$ cat src/rtl/dmem_access_master.sv
// Load/store master for a single-port word memory: byte/half/word access with
// read-modify-write for sub-word stores. Latency 2 (load, word store), 3 (sub-word store), 1 (error); req_ready low while busy.
module dmem_access_master #(
  parameter int ADDR_W    = 18,
  parameter int MEM_WORDS = 256
) (
  input  logic              clk,
  input  logic              rst_n,
  input  logic              req_valid,
  output logic              req_ready,
  input  logic              req_write,
  input  logic [1:0]        req_size,
  input  logic              req_signed,
  input  logic [31:0]       req_addr,
  input  logic [31:0]       req_wdata,
  output logic              resp_valid,
  output logic [31:0]       resp_rdata,
  output logic              resp_error,
  output logic [ADDR_W-1:0] mem_address,
  output logic [31:0]       mem_write_data,
  output logic              mem_write,
  output logic              mem_read,
  input  logic [31:0]       mem_read_data
);

  typedef enum logic [2:0] {
    IDLE, LD, ST, RMW_RD, RMW_WR, RESP, ERR
  } state_t;

  localparam logic [ADDR_W:0] MEM_LIM = (ADDR_W+1)'(MEM_WORDS);

  state_t              state_q, state_d;
  logic                req_ready_q, req_ready_d;
  logic [1:0]          off_q, off_d;
  logic [1:0]          size_q, size_d;
  logic                signed_q, signed_d;
  logic [31:0]         wdata_q, wdata_d;
  logic                resp_valid_q, resp_valid_d;
  logic                resp_error_q, resp_error_d;
  logic [31:0]         resp_rdata_q, resp_rdata_d;
  logic [ADDR_W-1:0]   mem_address_q, mem_address_d;
  logic [31:0]         mem_write_data_q, mem_write_data_d;
  logic                mem_write_q, mem_write_d;
  logic                mem_read_q, mem_read_d;

  logic [ADDR_W-1:0]   req_idx;
  logic                req_err;
  logic                unused_addr_hi;

  assign req_idx        = req_addr[ADDR_W+1:2];
  assign unused_addr_hi = ^req_addr[31:ADDR_W+2];

  always_comb begin
    req_err = 1'b0;
    case (req_size)
      2'b01:   req_err = req_addr[0];
      2'b10:   req_err = (req_addr[1:0] != 2'b00);
      2'b11:   req_err = 1'b1;
      default: req_err = 1'b0;
    endcase
    if ({1'b0, req_idx} >= MEM_LIM) req_err = 1'b1;
  end

  // Little-endian lane select followed by sign or zero extension.
  function automatic logic [31:0] fmt_load(input logic [31:0] w, input logic [1:0] sz,
                                           input logic [1:0] off, input logic sgn);
    logic [7:0]  b;
    logic [15:0] h;
    logic [31:0] r;
    case (off)
      2'd0:    b = w[7:0];
      2'd1:    b = w[15:8];
      2'd2:    b = w[23:16];
      default: b = w[31:24];
    endcase
    h = off[1] ? w[31:16] : w[15:0];
    case (sz)
      2'b00:   r = {{24{sgn & b[7]}}, b};
      2'b01:   r = {{16{sgn & h[15]}}, h};
      default: r = w;
    endcase
    return r;
  endfunction

  function automatic logic [31:0] merge_store(input logic [31:0] w, input logic [31:0] wd,
                                              input logic [1:0] sz, input logic [1:0] off);
    logic [31:0] r;
    r = w;
    if (sz == 2'b00) begin
      case (off)
        2'd0:    r[7:0]   = wd[7:0];
        2'd1:    r[15:8]  = wd[7:0];
        2'd2:    r[23:16] = wd[7:0];
        default: r[31:24] = wd[7:0];
      endcase
    end else if (off[1]) begin
      r[31:16] = wd[15:0];
    end else begin
      r[15:0] = wd[15:0];
    end
    return r;
  endfunction

  always_comb begin
    state_d          = state_q;
    off_d            = off_q;
    size_d           = size_q;
    signed_d         = signed_q;
    wdata_d          = wdata_q;
    resp_rdata_d     = resp_rdata_q;
    mem_address_d    = mem_address_q;
    mem_write_data_d = mem_write_data_q;
    resp_valid_d     = 1'b0;
    resp_error_d     = 1'b0;
    mem_write_d      = 1'b0;
    mem_read_d       = 1'b0;

    case (state_q)
      IDLE: begin
        if (req_valid && req_ready_q) begin
          off_d         = req_addr[1:0];
          size_d        = req_size;
          signed_d      = req_signed;
          wdata_d       = req_wdata;
          mem_address_d = req_idx;
          if (req_err) begin
            state_d      = ERR;
            resp_valid_d = 1'b1;
            resp_error_d = 1'b1;
            resp_rdata_d = 32'd0;
          end else if (!req_write) begin
            state_d    = LD;
            mem_read_d = 1'b1;
          end else if (req_size == 2'b10) begin
            state_d          = ST;
            mem_write_d      = 1'b1;
            mem_write_data_d = req_wdata;
          end else begin
            state_d    = RMW_RD;
            mem_read_d = 1'b1;
          end
        end
      end
      LD: begin
        state_d      = RESP;
        resp_valid_d = 1'b1;
        resp_rdata_d = fmt_load(mem_read_data, size_q, off_q, signed_q);
      end
      ST: begin
        state_d      = RESP;
        resp_valid_d = 1'b1;
        resp_rdata_d = 32'd0;
      end
      RMW_RD: begin
        // The old word is merged on the fly and held as the write data.
        state_d          = RMW_WR;
        mem_write_d      = 1'b1;
        mem_write_data_d = merge_store(mem_read_data, wdata_q, size_q, off_q);
      end
      RMW_WR: begin
        state_d      = RESP;
        resp_valid_d = 1'b1;
        resp_rdata_d = 32'd0;
      end
      RESP:    state_d = IDLE;
      ERR:     state_d = IDLE;
      default: state_d = IDLE;
    endcase

    req_ready_d = (state_d == IDLE);
  end

  always_ff @(posedge clk or negedge rst_n) begin
    if (!rst_n) begin
      state_q          <= IDLE;
      req_ready_q      <= 1'b0;
      off_q            <= 2'd0;
      size_q           <= 2'd0;
      signed_q         <= 1'b0;
      wdata_q          <= 32'd0;
      resp_valid_q     <= 1'b0;
      resp_error_q     <= 1'b0;
      resp_rdata_q     <= 32'd0;
      mem_address_q    <= '0;
      mem_write_data_q <= 32'd0;
      mem_write_q      <= 1'b0;
      mem_read_q       <= 1'b0;
    end else begin
      state_q          <= state_d;
      req_ready_q      <= req_ready_d;
      off_q            <= off_d;
      size_q           <= size_d;
      signed_q         <= signed_d;
      wdata_q          <= wdata_d;
      resp_valid_q     <= resp_valid_d;
      resp_error_q     <= resp_error_d;
      resp_rdata_q     <= resp_rdata_d;
      mem_address_q    <= mem_address_d;
      mem_write_data_q <= mem_write_data_d;
      mem_write_q      <= mem_write_d;
      mem_read_q       <= mem_read_d;
    end
  end

  assign req_ready      = req_ready_q;
  assign resp_valid     = resp_valid_q;
  assign resp_error     = resp_error_q;
  assign resp_rdata     = resp_rdata_q;
  assign mem_address    = mem_address_q;
  assign mem_write_data = mem_write_data_q;
  assign mem_write      = mem_write_q;
  assign mem_read       = mem_read_q;

endmodule

$ cat config.mk
export PLATFORM = sky130hd
export DESIGN_NAME = dmem_access_master
export DESIGN_NICKNAME = d
export VERILOG_FILES = /design/src/rtl/dmem_access_master.sv
export SDC_FILE = /design/constraint.sdc
export NUM_CORES = 1
export LEC_CHECK = 0
export ABC_AREA = 1
export CAP_MARGIN = 25
export CELL_PAD_IN_SITES_DETAIL_PLACEMENT = 0
export CELL_PAD_IN_SITES_GLOBAL_PLACEMENT = 1
export CORE_AREA = 2 2 144 146
export CTS_BUF_LIST = sky130_fd_sc_hd__clkbuf_4 sky130_fd_sc_hd__clkbuf_8 sky130_fd_sc_hd__clkbuf_16
export CTS_CLUSTER_SIZE = 25
export DETAILED_ROUTE_END_ITERATION = 16
export DIE_AREA = 0 0 146 148
export PLACE_DENSITY = 0.8
export SLEW_MARGIN = 0
export SYNTH_ARGS = -nofsm -noshare
export SYNTH_HDL_FRONTEND = slang
export SYNTH_SLANG_ARGS = --single-unit
$ cat constraint.sdc
create_clock -name clk -period 1.5 [get_ports clk]
set_input_delay 0.15 -clock clk [delete_from_list [all_inputs] [get_ports clk]]
set_output_delay 0.15 -clock clk [all_outputs]
set_load 0.03 [all_outputs]
=== Yosys cells after proc, flatten, opt, wreduce, memory -nomap -nowiden ===
Cells that the tools add are included.

* Register bits: 111
* ROM bits: 0
* Output and inout bits: 87
* Memory bits (writable): 0
* Bits in latches: 0
* Memories: 0

* Multiplexer cells: 40
* Bitwise operators: 2
* Divide/modulo/power cells: 0
* $mul: 0
* Equal/unequal tests: 15
* Order comparisons: 1
* Add/sub/neg operators: 0
* Shift-type cells: 0
* Reduce and logical (&&, ||, !) cells: 14

{| class="wikitable"
|+ Operators by type and width
! cell !! number
|-
| two-way mux 32 bit || 7
|-
| case mux 32 bit (2 select lines) || 2
|-
| case mux 32 bit (3 select lines) || 1
|-
| two-way mux 16 bit || 3
|-
| two-way mux 8 bit || 5
|-
| case mux 8 bit (3 select lines) || 1
|-
| >= comparator 18 x 9 -> 1 bit, second input constant || 1
|-
| two-way mux 1 bit || 14
|-
| inequality test 2 bit, second input constant || 5
|-
| case mux 3 bit (3 select lines) || 1
|-
| equality test 2 x 1 -> 1 bit, second input constant || 3
|-
| equality test 2 bit, second input constant || 3
|-
| equality test 3 x 2 -> 1 bit, second input constant || 2
|-
| zero test 3 bit || 2
|-
| two-way mux 3 bit || 2
|-
| OR reduction 3 bit || 2
|-
| AND reduction 5 bit || 1
|-
| zero test 2 bit || 2
|-
| case mux 1 bit (2 select lines) || 2
|-
| nonzero test 2 bit || 2
|-
| equality test 3 x 1 -> 1 bit, second input constant || 1
|-
| equality test 3 bit, second input constant || 1
|-
| case mux 1 bit (3 select lines) || 1
|-
| AND reduction 3 bit || 1
|-
| 6 further kinds || 7
|}

=== Logic depth before layout (Yosys ltp) ===
* Depth after elaboration: 7
* Gate-level depth with buffers: 11
* Mapped depth without buffers: 9

=== Worst setup path before layout ===
No wires, ideal clock.

* Path type: register -> register
* Start: reg req_ready_q, in the netlist req_ready
* End: reg mem_address_q[10], in the netlist mem_address[10]
* Stages on the path, launching flop included: 8
* Setup time: 0.118 ns
* Buffers on the path: 2
* Path slack: 0.069 ns
* Arrival: 1.313 ns
* Cells stage by stage: dfrtp_1 > nand2_1 > nor2_4 > inv_2 > buf_2 > buf_2 > nand2_1 > nand2_1

* Cells in the longest elaborated chain, start to end: 2

{| class="wikitable"
|+ Ends and longest elaborated chain
! item !! RTL line !! RTL
|-
| start, declared || 33 || <nowiki>logic req_ready_q, req_ready_d;</nowiki>
|-
| start signal, assigned || 190 || <nowiki>req_ready_q <= req_ready_d;</nowiki>
|-
| logical AND 1 bit || 120 || <nowiki>if (req_valid && req_ready_q) begin</nowiki>
|-
| AND reduction 2 bit (no line) || -- ||
|-
| end signal, assigned || 198 || <nowiki>mem_address_q <= mem_address_d;</nowiki>
|-
| end, declared || 41 || <nowiki>logic [ADDR_W-1:0] mem_address_q, mem_address_d;</nowiki>
|}

No other way between the ends.
A chain may end at the register's enable or synchronous reset.

=== Final worst setup path ===
* Start: reg off_q[1]
* End: reg mem_write_data_q[5], in the netlist mem_write_data[5]

* Cells in the longest elaborated chain, start to end: 4
* Elaborated cells between the ends (all ways): 5
* Those cells by class: mux (4); reduce/logical (1)

{| class="wikitable"
|+ Ends and longest elaborated chain
! item !! RTL line !! RTL
|-
| start, declared || 34 || <nowiki>logic [1:0] off_q, off_d;</nowiki>
|-
| start signal, assigned || 177 || <nowiki>off_q <= 2'd0;</nowiki>
|-
| start signal, assigned || 191 || <nowiki>off_q <= off_d;</nowiki>
|-
| zero test 2 bit || 90 || <nowiki>case (off)</nowiki>
|-
| two-way mux 8 bit || 90 ||
|-
| two-way mux 32 bit (*) || 89 || <nowiki>if (sz == 2'b00) begin</nowiki>
|-
| case mux 32 bit (2 select lines) (*) || 118 || <nowiki>case (state_q)</nowiki>
|-
| end signal, assigned || 199 || <nowiki>mem_write_data_q <= mem_write_data_d;</nowiki>
|-
| end, declared || 42 || <nowiki>logic [31:0] mem_write_data_q, mem_write_data_d;</nowiki>
|}

Every way passes the cells marked *; elsewhere a longest branch is shown, timed or not.

==> flow_summary.json <==
{
  "status": "finished, violations left",
  "violations": "setup timing",
  "rr_endpoint": "mem_write_data[5]",
  "clock_skew_ns": 0.00661,
  "detail_route.iter0.violations": 622,
  "synth_edf_count": 0,
  "vias": 7274,
  "grt_pass1_wl_um": 38400,
  "max_stage_delay_ns": 0.46,
  "utilization_pct": 49.0,
  "io_buffer_count": 177,
  "routed_wl_um": 24900,
  "yosysSeqAreaShare_pct": 41.5,
  "syn_to_final_growth_pct": 46.8,
  "cts.sinks": 111,
  "gp_congestion": 0.912,
  "ff2ff_path_depth": 10,
  "overflow": 0,
  "drv_cap": 0,
  "yosys_warnings": 0,
  "netlist_instances": 991,
  "final_max_slew_viol_count": 0,
  "viasPerCell": 4.90,
  "tightestPinTransition_ns": 0.466,
  "powerDensity_nw_per_um2": 1940,
  "hold_viol": 0,
  "cts_buffer_depth": 2,
  "cts.htree.levels": 3,
  "clk_pin_slew_ns": 0.08,
  "crit_fanout": 7,
  "maxSlewHeadroom_pct": 68.9,
  "hold_path.class": "in -> async",
  "synth_area_leader_cell": "dfrtp_1",
  "final_nets": 1314,
  "grt_pass1_vias": 6812,
  "die_y_um": 148,
  "antenna_found_initial": 0,
  "syn_area_per_cell_um2": 6.75,
  "cts_buffers": 9,
  "finalSetupViolCount": 12,
  "post-route-worst-setup-slack_ns": -0.0236,
  "timing.fmax_ghz": 0.656,
  "ys_dominant_reg_cell": "dfrtp_1",
  "worstSetupPathType": "reg -> reg",
  "synth_nets": 1094,
  "async_flop_share_pct": 100,
  "r2r-start": "off_q[1]",
  "antenna_cells": 0,
  "period_share_pct": 102,
  "root_buffer": "clkbuf_16",
  "synth_top_area_share_pct": 41.5,
  "dr.pass1.iters": 6,
  "dieWidth_um": 146,
  "cts_tree": "yes",
  "grt_max_degree": 38,
  "synth_cell_types": 30,
  "antenna_left": 0,
  "start_kind": "flop",
  "dpl.hpwl_um": 18200,
  "cp-end-kind": "flop",
  "design.core.area_um2": 20000,
  "path_cells": "buf_12 > nor2_8 > buf_12 > nand2_1 > nand2_1 > nor2_1 > nor2_1 > nor2_1 > nand3_1 > nand2_1",
  "grt_setup_unrepaired": "true",
  "drive_gt1_share_pct": 14.9,
  "rrSetupSlack_ns": -0.02,
  "start_util_pct": 33.4,
  "worstPathRequired_ns": 1.76,
  "synthTopCellsByArea": "dfrtp_1, nand2_1, nand3_1, nor2_1, o21ai_0",
  "ioPinCount": 190,
  "track_usage_pct": 22.6,
  "row_count": 52,
  "critPathArrivalTime_ns": 1.78,
  "synth_area_um2": 6690,
  "wire_per_inst_um": 16.8,
  "die-area_um2": 21600,
  "period_needed_ns": 1.52,
  "cp_slowest_cell": "dfrtp_2",
  "vdd_drop_max_mv": 0.777,
  "total_power_w": 0.0191,
  "ys_seq_elements": 111,
  "p_leak_nw": 5.08,
  "clk_latency_ns": 0.36,
  "drc": 0
}
## placed cells by master, fill, tap and decap left out, drive strengths merged
cell,n
dlygate4sd2,86
dlygate4sd3,1
o21a,1
o21ai,43
nor2,130
nand2,408
clkbuf,14
clkinv,2
o2111ai,7
dfrtp,111
buf,87
o22ai,7
a21oi,12
clkdlybuf4s50,89
nand4,1
clkinvlp,1
nand3,170
nand3b,1
inv,43
dlymetal6s2s,1
bufinv,1
## per-stage QoR
| stage | instances | setup slack, ns | TNS, ns | hold WS [ns] | cell area (um2) |
|---|---|---|---|---|---|
| global route | 1486 | -0.128 | -5.71 | 0.196 | 9820 |
| CTS | 1476 | -0.0126 | -0.0126 | 0.176 | 9480 |
| global placement | 1458 | -0.188 | -11.14 | 0.0172 | 9240 |
| floorplan | 991 | 0.0695 | 0 | -0.146 | 6690 |
| detailed placement | 1458 | -0.234 | -13.66 | 0.0198 | 9240 |
| finish | 1486 | -0.0236 | -0.105 | 0.170 | 9820 |
## synthesized netlist by cell type (2+ instances only)
master / instances
clkbuf_1: 9
nor2_1: 120
inv_2: 9
nand2_1: 393
buf_4: 11
o21ai_0: 38
buf_6: 4
nand3_4: 2
nor2_2: 7
nand2_2: 14
o22ai_1: 7
o21ai_1: 5
nand3_1: 165
a21oi_1: 11
buf_2: 29
dfrtp_1: 111
nor2_4: 2
inv_1: 30
o2111ai_1: 7
buf_1: 7
## registers in the layout (all words and copies together) (netlist names)
| signal | cells |
|---|---|
| mem_address | 18 |
| resp_valid | 1 |
| wdata_q | 16 |
| size_q | 2 |
| state_q | 3 |
| resp_error | 1 |
| mem_read | 1 |
| req_ready | 1 |
| mem_write | 1 |
| signed_q | 1 |
| mem_write_data | 32 |
| off_q | 2 |
| resp_rdata | 32 |
## layout make-up
class | instances | area (um2)
tap | 270 | 338
inverter | 41 | 160
fill | 2109 | 10200
clock inverter | 6 | 75.1
clock buffer | 10 | 233
timing repair buffer | 268 | 2660
multi-input combinational | 780 | 3580
sequential | 111 | 2780
## kinds of logic (layout without fill, tap and decap cells)
family | Yosys count | count (layout) | synth area share, %
buffers and inverters | 102 | 325 | 7.54
DFF | 111 | 111 | 41.5
AOI/OAI and AO/OA | 70 | 70 | 5.96
and+or+nand+nor | 708 | 710 | 45.0
## what timing repair did
item,CTS,global route
setup endpoints to repair,120,63
gates resized for setup,94,48
pin swaps,0,23
hold buffers,1,0
cloned,1,6
setup buffers,0,4
hold endpoints to repair,111,0
## power breakdown
group / internal (W) / leakage [nW] / switching, W
clock network: 0.00134 / 0.149 / 0.00122
registers: 0.00426 / 1.41 / 0.00105
logic: 0.00413 / 3.52 / 0.00707
total: 0.00973 / 5.08 / 0.00934
## routing by layer
metal  up-vias  global-route usage, %  share of wire, %
li1       3610                      -                 -
met1      3355                   32.7                47
met2       271                   34.0                44
met3        38                   4.48               6.5
met4         0                   6.89               2.8
met5         -                      0                 0
## worst max-delay path by stage
stage / start / to / slack [ns] / depth (start not counted)
after floorplan: req_ready / mem_address[10] / 0.07 / 7
after global placement: req_size[0] / mem_write_data[23] / -0.19 / 8
after detailed placement: req_size[0] / resp_rdata[13] / -0.23 / 9
after CTS: off_q[1] / mem_write_data[3] / -0.01 / 10
after global routing: state_q[1] / mem_write_data[4] / -0.13 / 8
final: off_q[1] / mem_write_data[5] / -0.02 / 10
## worst max-delay path, delay by kind of cell (launching register included)
kind / cells / cell delay (ns)
AND/OR/NAND/NOR: 8 / 0.67
flip-flops: 1 / 0.46
buffers and inverters: 2 / 0.30
Power figures use the tool's default switching activity.
